**src/rtl/dc_beacon_tx_m.sv**
```systemverilog
// rtl/dc_beacon_tx_m.sv - beacon/delay-packet symbol generator ahead of the 8b10b serializer
`timescale 1ns/1ps
module dc_beacon_tx_m #(
  parameter int         DELAY_WIDTH   = 32,
  parameter int         BEACON_PERIOD = 1024,
  parameter logic [8:0] BEACON_CODE   = 9'h17E,
  parameter logic [8:0] IDLE_CODE     = 9'h1BC,
  parameter logic [8:0] PKT_START     = 9'h15C,
  parameter logic [8:0] PKT_END       = 9'h13C
) (
  input  logic                   clk,
  input  logic                   rst_n,
  input  logic                   ena,
  input  logic                   delay_upd,
  input  logic [DELAY_WIDTH-1:0] delay,
  input  logic [7:0]             evt_in,
  input  logic                   evt_in_valid,
  output logic                   evt_in_ready,
  output logic [8:0]             tx_data,
  output logic [15:0]            beacon_cnt
);

  localparam logic [15:0] PCNT_LOAD = 16'(BEACON_PERIOD - 1);

  typedef enum logic [2:0] {S_IDLE, S_START, S_DATA, S_CSUM, S_END} state_t;

  state_t                 state_q, state_d;
  logic [15:0]            pcnt_q;
  logic [1:0]             idx_q, idx_d;
  logic [DELAY_WIDTH-1:0] pend_q;
  logic [DELAY_WIDTH-1:0] pkt_q;
  logic                   pend_valid_q;
  logic [8:0]             sym_d;
  logic                   beacon_due;
  logic                   beacon_fire;
  logic                   evt_take;
  logic [7:0]             pkt_byte;
  logic [7:0]             pkt_csum;

  // The beacon slot is decided purely by the period counter, so spacing never depends on traffic.
  assign beacon_due   = ena && (pcnt_q == 16'd0);
  assign evt_in_ready = rst_n && (state_q == S_IDLE) && !beacon_due;
  assign evt_take     = evt_in_valid && evt_in_ready;

  // Packet bytes and checksum come only from the snapshot so a late delay_upd cannot tear a frame.
  assign pkt_byte = pkt_q[{idx_q, 3'b000} +: 8];
  assign pkt_csum = pkt_q[31:24] ^ pkt_q[23:16] ^ pkt_q[15:8] ^ pkt_q[7:0];

  // Period counter: free-runs while enabled, parked at the reload value while disabled.
  always_ff @(posedge clk or negedge rst_n) begin
    if (!rst_n) begin
      pcnt_q <= PCNT_LOAD;
    end else if (!ena) begin
      pcnt_q <= PCNT_LOAD;
    end else if (pcnt_q == 16'd0) begin
      pcnt_q <= PCNT_LOAD;
    end else begin
      pcnt_q <= pcnt_q - 16'd1;
    end
  end

  // Pending delay register and beacon-time snapshot; the snapshot always sees the old pending value.
  always_ff @(posedge clk or negedge rst_n) begin
    if (!rst_n) begin
      pend_q       <= '0;
      pend_valid_q <= 1'b0;
      pkt_q        <= '0;
    end else begin
      if (beacon_fire) begin
        pkt_q <= pend_q;
      end
      if (delay_upd) begin
        pend_q       <= delay;
        pend_valid_q <= 1'b1;
      end
    end
  end

  // Next-state and next-symbol selection for the beacon/packet framer.
  always_comb begin
    state_d     = state_q;
    idx_d       = idx_q;
    sym_d       = IDLE_CODE;
    beacon_fire = 1'b0;
    case (state_q)
      S_IDLE: begin
        if (beacon_due) begin
          sym_d       = BEACON_CODE;
          beacon_fire = 1'b1;
          if (pend_valid_q) begin
            state_d = S_START;
          end
        end else if (evt_take) begin
          sym_d = {1'b0, evt_in};
        end
      end
      S_START: begin
        sym_d   = PKT_START;
        idx_d   = 2'd3;
        state_d = S_DATA;
      end
      S_DATA: begin
        sym_d = {1'b0, pkt_byte};
        idx_d = idx_q - 2'd1;
        if (idx_q == 2'd0) begin
          state_d = S_CSUM;
        end
      end
      S_CSUM: begin
        sym_d   = {1'b0, pkt_csum};
        state_d = S_END;
      end
      S_END: begin
        sym_d   = PKT_END;
        state_d = S_IDLE;
      end
      default: begin
        state_d = S_IDLE;
      end
    endcase
  end

  // State, registered output symbol and beacon counter.
  always_ff @(posedge clk or negedge rst_n) begin
    if (!rst_n) begin
      state_q    <= S_IDLE;
      idx_q      <= 2'd0;
      tx_data    <= IDLE_CODE;
      beacon_cnt <= 16'd0;
    end else begin
      state_q <= state_d;
      idx_q   <= idx_d;
      tx_data <= sym_d;
      if (beacon_fire) begin
        beacon_cnt <= beacon_cnt + 16'd1;
      end
    end
  end

endmodule
```
**config.mk**
```make
export PLATFORM = sky130hd
export DESIGN_NAME = dc_beacon_tx_m
export DESIGN_NICKNAME = d
export VERILOG_FILES = /design/src/rtl/dc_beacon_tx_m.sv
export SDC_FILE = /design/constraint.sdc
export NUM_CORES = 1
export LEC_CHECK = 0
export BUFFER_PORTS_ARGS = -buffer_cell sky130_fd_sc_hd__buf_2
export CORE_MARGIN = 3
export CORE_UTILIZATION = 45
export DETAILED_ROUTE_END_ITERATION = 7
export MAX_ROUTING_LAYER = met4
export SETUP_SLACK_MARGIN = 0.15
export SLEW_MARGIN = 30
export SYNTH_ARGS = -nofsm -noshare
export SYNTH_HDL_FRONTEND = slang
export SYNTH_SLANG_ARGS = --single-unit
```
**constraint.sdc**
```tcl
create_clock -name clk -period 6 [get_ports clk]
set_input_delay 0.3 -clock clk [delete_from_list [all_inputs] [get_ports clk]]
set_output_delay 0.3 -clock clk [all_outputs]
set_load 0.1 [all_outputs]
```
# == After elaboration in Yosys (flattened, before gate mapping) ==
# Cells that the tools add are included.
# word_totals
ff_bits,111
input_bits,45
out_inout_bits,26
# op_classes
n_addsub,3
eq_ne,7
n_shift,1
muxes,12
bitwise,3
n_reduce_logical,10
# ops
op,count
case mux 9 bit (5 select lines),1
two-way mux 16 bit,2
variable part select 32 x 6 -> 8 bit,1
XOR 8 bit,3
two-way mux 9 bit,2
"adder 16 x 1 -> 16 bit, second input constant",1
logical NOT 16 bit,1
"subtractor 16 x 1 -> 16 bit, second input constant",1
case mux 3 bit (4 select lines),1
two-way mux 3 bit,3
"equality test 3 x 2 -> 1 bit, second input constant",2
"inequality test 2 bit, second input constant",3
logical AND 1 bit,4
case mux 2 bit (2 select lines),1
"equality test 3 x 1 -> 1 bit, second input constant",1
"equality test 3 bit, second input constant",1
logical NOT 3 bit,1
AND reduction 3 bit,1
logical NOT 2 bit,1
two-way mux 1 bit,2
nonzero test 2 bit,1
"subtractor 2 x 1 -> 2 bit, second input constant",1
logical NOT 1 bit,1

# == Longest topological paths before layout ==
# Gate-level depths: netlist of the first run.
# depth
depth_word,8
ltp_mapped,8

# == Worst setup path after synthesis of the first run ==
# Ideal clock, no wire load.
# synth_path
kind,register to output
from,register pcnt_q[0]
to,output evt_in_ready
t_arrival_ps,2191
required_time_ps,5700
path_slack_ps,3509
path_stages_with_launch,8
path_cell_list,dfstp_2 -> inv_1 -> ha_1 -> nor3b_2 -> and4_1 -> buf_4 -> nand2_1 -> and3_1
# synth_via
elab_chain_len,4
# synth_rtl
item,line_no,source
start: declaration,28,logic [15:0] pcnt_q;
start signal: assignment,58,pcnt_q <= pcnt_q - 16'd1;
logical NOT 16 bit,41,assign beacon_due = ena && (pcnt_q == 16'd0);
logical AND 1 bit,41,
logical NOT 1 bit,42,assign evt_in_ready = rst_n && (state_q == S_IDLE) && !beacon_due;
logical AND 1 bit,42,
end: declaration,18,"output logic evt_in_ready,"
# No other way between the ends.

# == Worst setup path in the final report of the first run ==
# layout_path
from,input rst_n
to,output evt_in_ready
# layout_via
elab_chain_len,2
# layout_rtl
item,line_no,source
start: declaration,12,"input logic rst_n,"
logical AND 1 bit (2 in series),42,
# No other way between the ends.

==> results of run 1 <==
flip-flops by register name (all words and copies together), names as in the netlist:
register      flops
state_q           3
pend_valid_q      1
pkt_q            32
beacon_cnt       16
pend_q           32
pcnt_q           16
tx_data           9
idx_q             2
where the power goes:
group,internal (mW),switching [mW]
Combinational,0.0382,0.0607
Sequential,0.777,0.0143
Clock,0.377,0.260
Total,1.19,0.335
per-layer routing:
metal / global-route usage / vias up / part of all wire
met1: 0.222 / 1566 / 0.49
met5: - / - / 0
met4: 0.0380 / 0 / 0.012
li1: - / 1549 / -
met2: 0.238 / 70 / 0.44
met3: 0.0536 / 12 / 0.057
synth_stat cells, drive strengths merged, types with 3 or more instances:
| cell | count | area (um^2) |
|---|---|---|
| dfrtp | 95 | 2380 |
| mux2 | 67 | 863 |
| xnor2 | 30 | 263 |
| nand2 | 19 | 71.3 |
| xor2 | 19 | 166 |
| nor2 | 17 | 63.8 |
| dfstp | 16 | 420 |
| clkbuf | 12 | 45.0 |
| nand3 | 12 | 72.6 |
| nor3 | 11 | 60.1 |
| a21oi | 9 | 45.0 |
| inv | 9 | 33.8 |
| buf | 8 | 57.6 |
| nand4 | 8 | 50.1 |
| mux4 | 7 | 158 |
| and3 | 5 | 31.3 |
| nor4 | 5 | 52.6 |
| and4 | 4 | 35.0 |
| nor2b | 4 | 25.0 |
| o21ai | 4 | 20.0 |
| a211o | 3 | 26.3 |
| and2 | 3 | 18.8 |
| ha | 3 | 37.5 |
| nand2b | 3 | 18.8 |
| o22a | 3 | 26.3 |
| or3 | 3 | 18.8 |
cell families (layout without fill, tap and decap cells):
| kind of cell | Yosys count | count (layout) |
|---|---|---|
| flops | 111 | 111 |
| simple gates | 99 | 99 |
| mux | 75 | 75 |
| xor+xnor | 49 | 49 |
| compound gates | 34 | 34 |
| buf+inv | 29 | 97 |
| fa+ha+maj | 3 | 3 |
worst paths after layout:
kind / endpoint / depth (start not counted) / slack (ns)
max in group asynchronous: pend_q[18] / 3 / 4.30
min in group asynchronous: pcnt_q[14] / 2 / 0.49
min reg2reg: beacon_cnt[15] / 1 / 0.46
min: pend_q[5] / 2 / 0.17
max reg2reg: pkt_q[21] / 6 / 3.16
max: evt_in_ready / 5 / 2.97
area by class of cell:
type / count / area [um^2] / area share
Inverter: 9 / 33.8 / 0.00563
Clock inverter: 5 / 81.3 / 0.0136
Timing Repair Buffer: 72 / 370 / 0.0618
Multi-Input combinational cell: 260 / 2290 / 0.383
Sequential cell: 111 / 2800 / 0.467
Clock buffer: 11 / 243 / 0.0405
Tap cell: 140 / 175 / 0.0292
through the flow:
stage / worst slack, ns / instance area (um^2)
after floorplan: 3.51 / 5230
after global placement: 3.26 / 5660
after detailed placement: 3.17 / 5660
after CTS: 2.80 / 6000
after global routing: 2.64 / 6000
final: 2.97 / 6000
==> key figures, run 1 <==
Hold path
  – Hold path startpoint: delay[5]
  – Hold Path Class: primary input to flop

Synthesis
  – Predominant post-synthesis flop cell: dfrtp_1
  – Post-synth EDFFs: 0
  – Adder-cell share of the synthesized area: 0.00718
  – Sequential area share after synthesis: 0.535
  – Compound-Gate Fraction of Synth Area: 0.0455
  – Main combinational cell family by area after synthesis: multiplexers
  – Netlist cell types: 50
  – Ys Warns: 0
  – Post-Synth XOR/XNOR Area: 0.0821
  – Post-synthesis mux area share: 0.197
  – Ys async rst share: 1.00
  – Mapped Area: approximately 5200 um^2
  – Syn Area/Cell: 13.1 um^2
  – Post-synthesis cell count: 400
  – Simple-gate share of the synthesized area: 0.107
  – FF+latch count, synth: 111
  – Net Count, Synth: 448

Route
  – Antenna viol nets, final: 0
  – Vias: 3197
  – 1st-iter DRT viols: 155
  – Pre-antenna DRT Iters: 5
  – Vias per cell: 5.26
  – Routed Wire Length: around 9400 um
  – DR DRC count: 0
  – WL per Instance: around 16 um

Global route
  – GRT Util Overall: 0.163
  – Vias in the first global route: approximately 3200
  – Initial antenna violation count: 0
  – Global-route wire length before repair: 16200 um
  – Largest net degree at the start of global routing: 68
  – Total congestion overflow: 0

Timing
  – Worst-Margin Slew: approximately 0.81 ns
  – Fmax: 330 MHz
  – Worst Skew: around 0.0098 ns
  – WHS: around 0.17 ns
  – Hold Vio Cnt, Final: 0
  – # setup viols final: 0
  – Min Tclk post-route: 3.03 ns
  – Crit share post-route: 0.506
  – Fin. max-slew vios: 0
  – Setup tns final: 0 ns
  – RSZ-0062 raised after global routing: false
  – Slew HR: 0.463

Critical path
  – Crit path buf inv count: 4
  – Critical Path Source Type: primary input
  – Most used cell, CP: buf_4
  – CP top delay family: buffers and inverters
  – Crit path cell chain: dlygate4sd3_1, buf_4, buf_4, and3_1, buf_2
  – CP Max Fanout: 67
  – Worst R2R Start: pcnt_q[0]
  – CP Class: primary input to output pin
  – CP max-delay cell: buf_4
  – Critical path launch point: rst_n
  – Worst path max stage delay: 0.74 ns
  – Required time worst endpoint: 5.70 ns
  – WP data arrival: 2.73 ns
  – Worst Setup End Kind: output pin

Floorplan
  – Die X: 114 um
  – I/O pin total: 71
  – DIE HEIGHT: 114 um
  – Die ar.: 12900 um^2
  – Placement Rows: 38
  – Initial Util: 0.472
  – Placeable Area: about 11000 um^2

Finish
  – Commonest cells after routing, fill and taps aside: dfrtp_1 (95), buf_2 (69), mux2_2 (38)
  – Fillers: 930
  – Ant. Diodes: 0
  – Layout cell share with drive strength beyond 1: 0.393
  – Nets: 511
  – Commonest non-fill, non-tap cell in the layout: dfrtp_1
  – Post-layout util: 0.541
  – Area grow syn2layout: 14.7%
  – Non-filler cells, final: between 600 and 700

Placed design
  – Post-DP HPWL: 6600 um
  – IO buf count: 70
  – Placed instance count: around 600
  – Placer Congestion: between 0.7 and 0.8

Job
  – Max-cap viol count: 0

Pwr
  – Max VDD drop: 220 uV
  – Leak: 2.85 nW
  – Power Dens Cells: 255 nW/um^2
  – Total Power: 1.53 mW

CTS
  – H-tree depth: 3
  – CTS tree: done
  – Num CTS Buffers: 9
  – Post-CTS setup buffer count: 0
  – CTS root buffer: clkbuf_16
  – Max clock buf depth: 2
  – Clk_lat worst skew: 0.35 ns
  – Hold buffer count at cts: 1
  – CTS Sinks: 111
  – # resized after CTS: 0
  – Clk pin slew, worst setup/hold paths: 0.07 ns

Status
  – Status: finished clean
No activity file was read; power rests on OpenSTA's default activity.
==> run 2, diff against run 1 <==
- PLACE_DENSITY: not set -> 0.67
- clock period: 6 -> 2.72 ns (I/O delays scaled with it)
==> key figures, run 2 (synthesis results as in run 1) <==
Hold path
  – Hold Path Class: primary input to flop

Finish
  – Non-filler cells, final: 617
  – Commonest non-fill, non-tap cell in the layout: dfrtp_1
  – Ant. Diodes: 0
  – Layout cell share with drive strength beyond 1: 0.407
  – Fillers: 970
  – Nets: 520
  – Post-layout instance area: 6070 um^2
  – Biggest regs: pend_q: 32 flops, pkt_q: 32 flops
  – Register area: 2800 um^2
  – Area of the multi-input gates: 2300 um^2
  – Area grow syn2layout: 16.2%
  – Commonest cells after routing, fill and taps aside: dfrtp_1 (95), buf_2 (68), mux2_2 (38)
  – Post-layout util: 0.548

Floorplan
  – Placement Rows: 38
  – DIE HEIGHT: between 100 and 150 um
  – Placeable Area: around 11000 um^2
  – Initial Util: 0.472
  – Die X: roughly 110 um
  – Die ar.: approximately 13000 um^2
  – I/O pin total: 71

Route
  – Vias per cell: ~5.3
  – Antenna viol nets, final: 0
  – Routed Wire Length: 9950 um
  – Vias: 3271
  – WL per Instance: 16.1 um
  – 1st-iter DRT viols: 210
  – Pre-antenna DRT Iters: 4
  – DR DRC count: 0

Timing
  – # setup viols final: 0
  – Fin. max-slew vios: 0
  – RSZ-0062 raised after global routing: false
  – Setup tns final: 0 ns
  – Worst Skew: 0.00401 ns
  – Min Tclk post-route: 2.45 ns
  – Hold Vio Cnt, Final: 0
  – Fmax: 408 MHz
  – Worst-Margin Slew: roughly 0.73 ns
  – Crit share post-route: 0.901
  – Slew HR: 0.510

Critical path
  – Required time worst endpoint: 2.58 ns
  – Worst Setup End Kind: output pin
  – CP max-delay cell: dfstp_2
  – Crit path cell chain: inv_1, ha_1, nor3b_2, and4_1, buf_4, nand2_1, and3_1, clkbuf_4
  – Worst path max stage delay: 0.55 ns
  – Critical Path Source Type: flop
  – WP data arrival: 2.31 ns
  – CP Class: flop to output pin
  – CP Max Fanout: 9

Placed design
  – Post-DP HPWL: 7110 um
  – Placed Area: 5750 um^2
  – Placer Congestion: 0.746
  – Placed instance count: 600
  – IO buf count: 70

Global route
  – Vias in the first global route: 3437
  – Largest net degree at the start of global routing: 96
  – Initial antenna violation count: 0
  – Total congestion overflow: 0
  – GRT Util Overall: 0.169
  – Global-route wire length before repair: 16800 um

Job
  – Max-cap viol count: 0

CTS
  – Clk pin slew, worst setup/hold paths: 0.07 ns
  – CTS root buffer: clkbuf_16
  – CTS Sinks: 111
  – Max clock buf depth: 2
  – Clk_lat worst skew: around 0.34 ns
  – CTS tree: done
  – H-tree depth: 3
  – Num CTS Buffers: 9
  – Post-CTS setup buffer count: 0

Status
  – Status: finished clean

Pwr
  – Max VDD drop: 402 uV
  – Leak: between 2 and 3 nW
  – Power Dens Cells: 538 nW/um^2
==> run 2: cell types whose count changed in the layout (fill, tap and decap cells not counted), sizes merged <==
| cell | previous run | this run |
|---|---|---|
| buf | 71 | 79 |
| bufinv | 2 | 1 |
| clkbuf | 11 | 10 |
| clkinv | 2 | 3 |
| clkinvlp | 1 | 2 |
| inv | 9 | 10 |
==> run 2: layout make-up <==
type / instances / share of cell area
multi-input cells: 260 / 0.379
well taps: 140 / 0.0288
repair buffers: 81 / 0.0766
clock inverters: 7 / 0.0119
clock buffers: 9 / 0.0371
flip-flops and latches: 111 / 0.461
inverters: 9 / 0.00556
==> run 2: timing repair <==
action	in CTS	in global routing
setup endpoints to repair	0	1
resized for setup	0	2
hold buffers	1	0
hold endpoints to repair	16	0
==> run 2: worst paths after layout <==
| kind | startpoint | to | slack [ns] | depth (start not counted) |
|---|---|---|---|---|
| min in group asynchronous | rst_n | beacon_cnt[10] | 0.21 | 2 |
| min | delay[20] | pend_q[20] | 0.02 | 2 |
| max in group asynchronous | rst_n | tx_data[4] | 1.75 | 3 |
| max reg2reg | pcnt_q[0] | pkt_q[30] | 0.55 | 7 |
| min reg2reg | beacon_cnt[15] | beacon_cnt[15] | 0.46 | 1 |
| max | pcnt_q[0] | evt_in_ready | 0.27 | 8 |
==> run 2: worst max-delay path, delay by kind of cell, from the launching register on <==
kind	cells	cell delay, ns
simple gates	4	0.66
flops	1	0.55
fa+ha+maj	1	0.20
buf+inv	3	0.54
==> run 2: stage by stage <==
step	hold slack [ns]	total power, mW	setup WS (ns)
2_1_floorplan	-0.160	1.91	0.393
3_3_place_gp	0.0293	2.00	0.568
3_5_place_dp	0.0339	2.01	0.550
4_1_cts	0.00584	3.32	0.166
5_1_grt	0.00176	3.41	0.167
6_report	0.0194	3.27	0.270
==> run 2: power by group <==
| part | switching (mW) | internal [mW] |
|---|---|---|
| clock | 0.581 | 0.715 |
| combinational | 0.135 | 0.0868 |
| sequential | 0.0338 | 1.71 |
==> run 2: per-layer routing <==
metal,vias up,global-route usage,routed length (um)
met2,70,0.269,4810
met4,0,0.0333,90
met5,-,-,0
met3,8,0.0504,556
met1,1623,0.219,4500
li1,1570,-,-
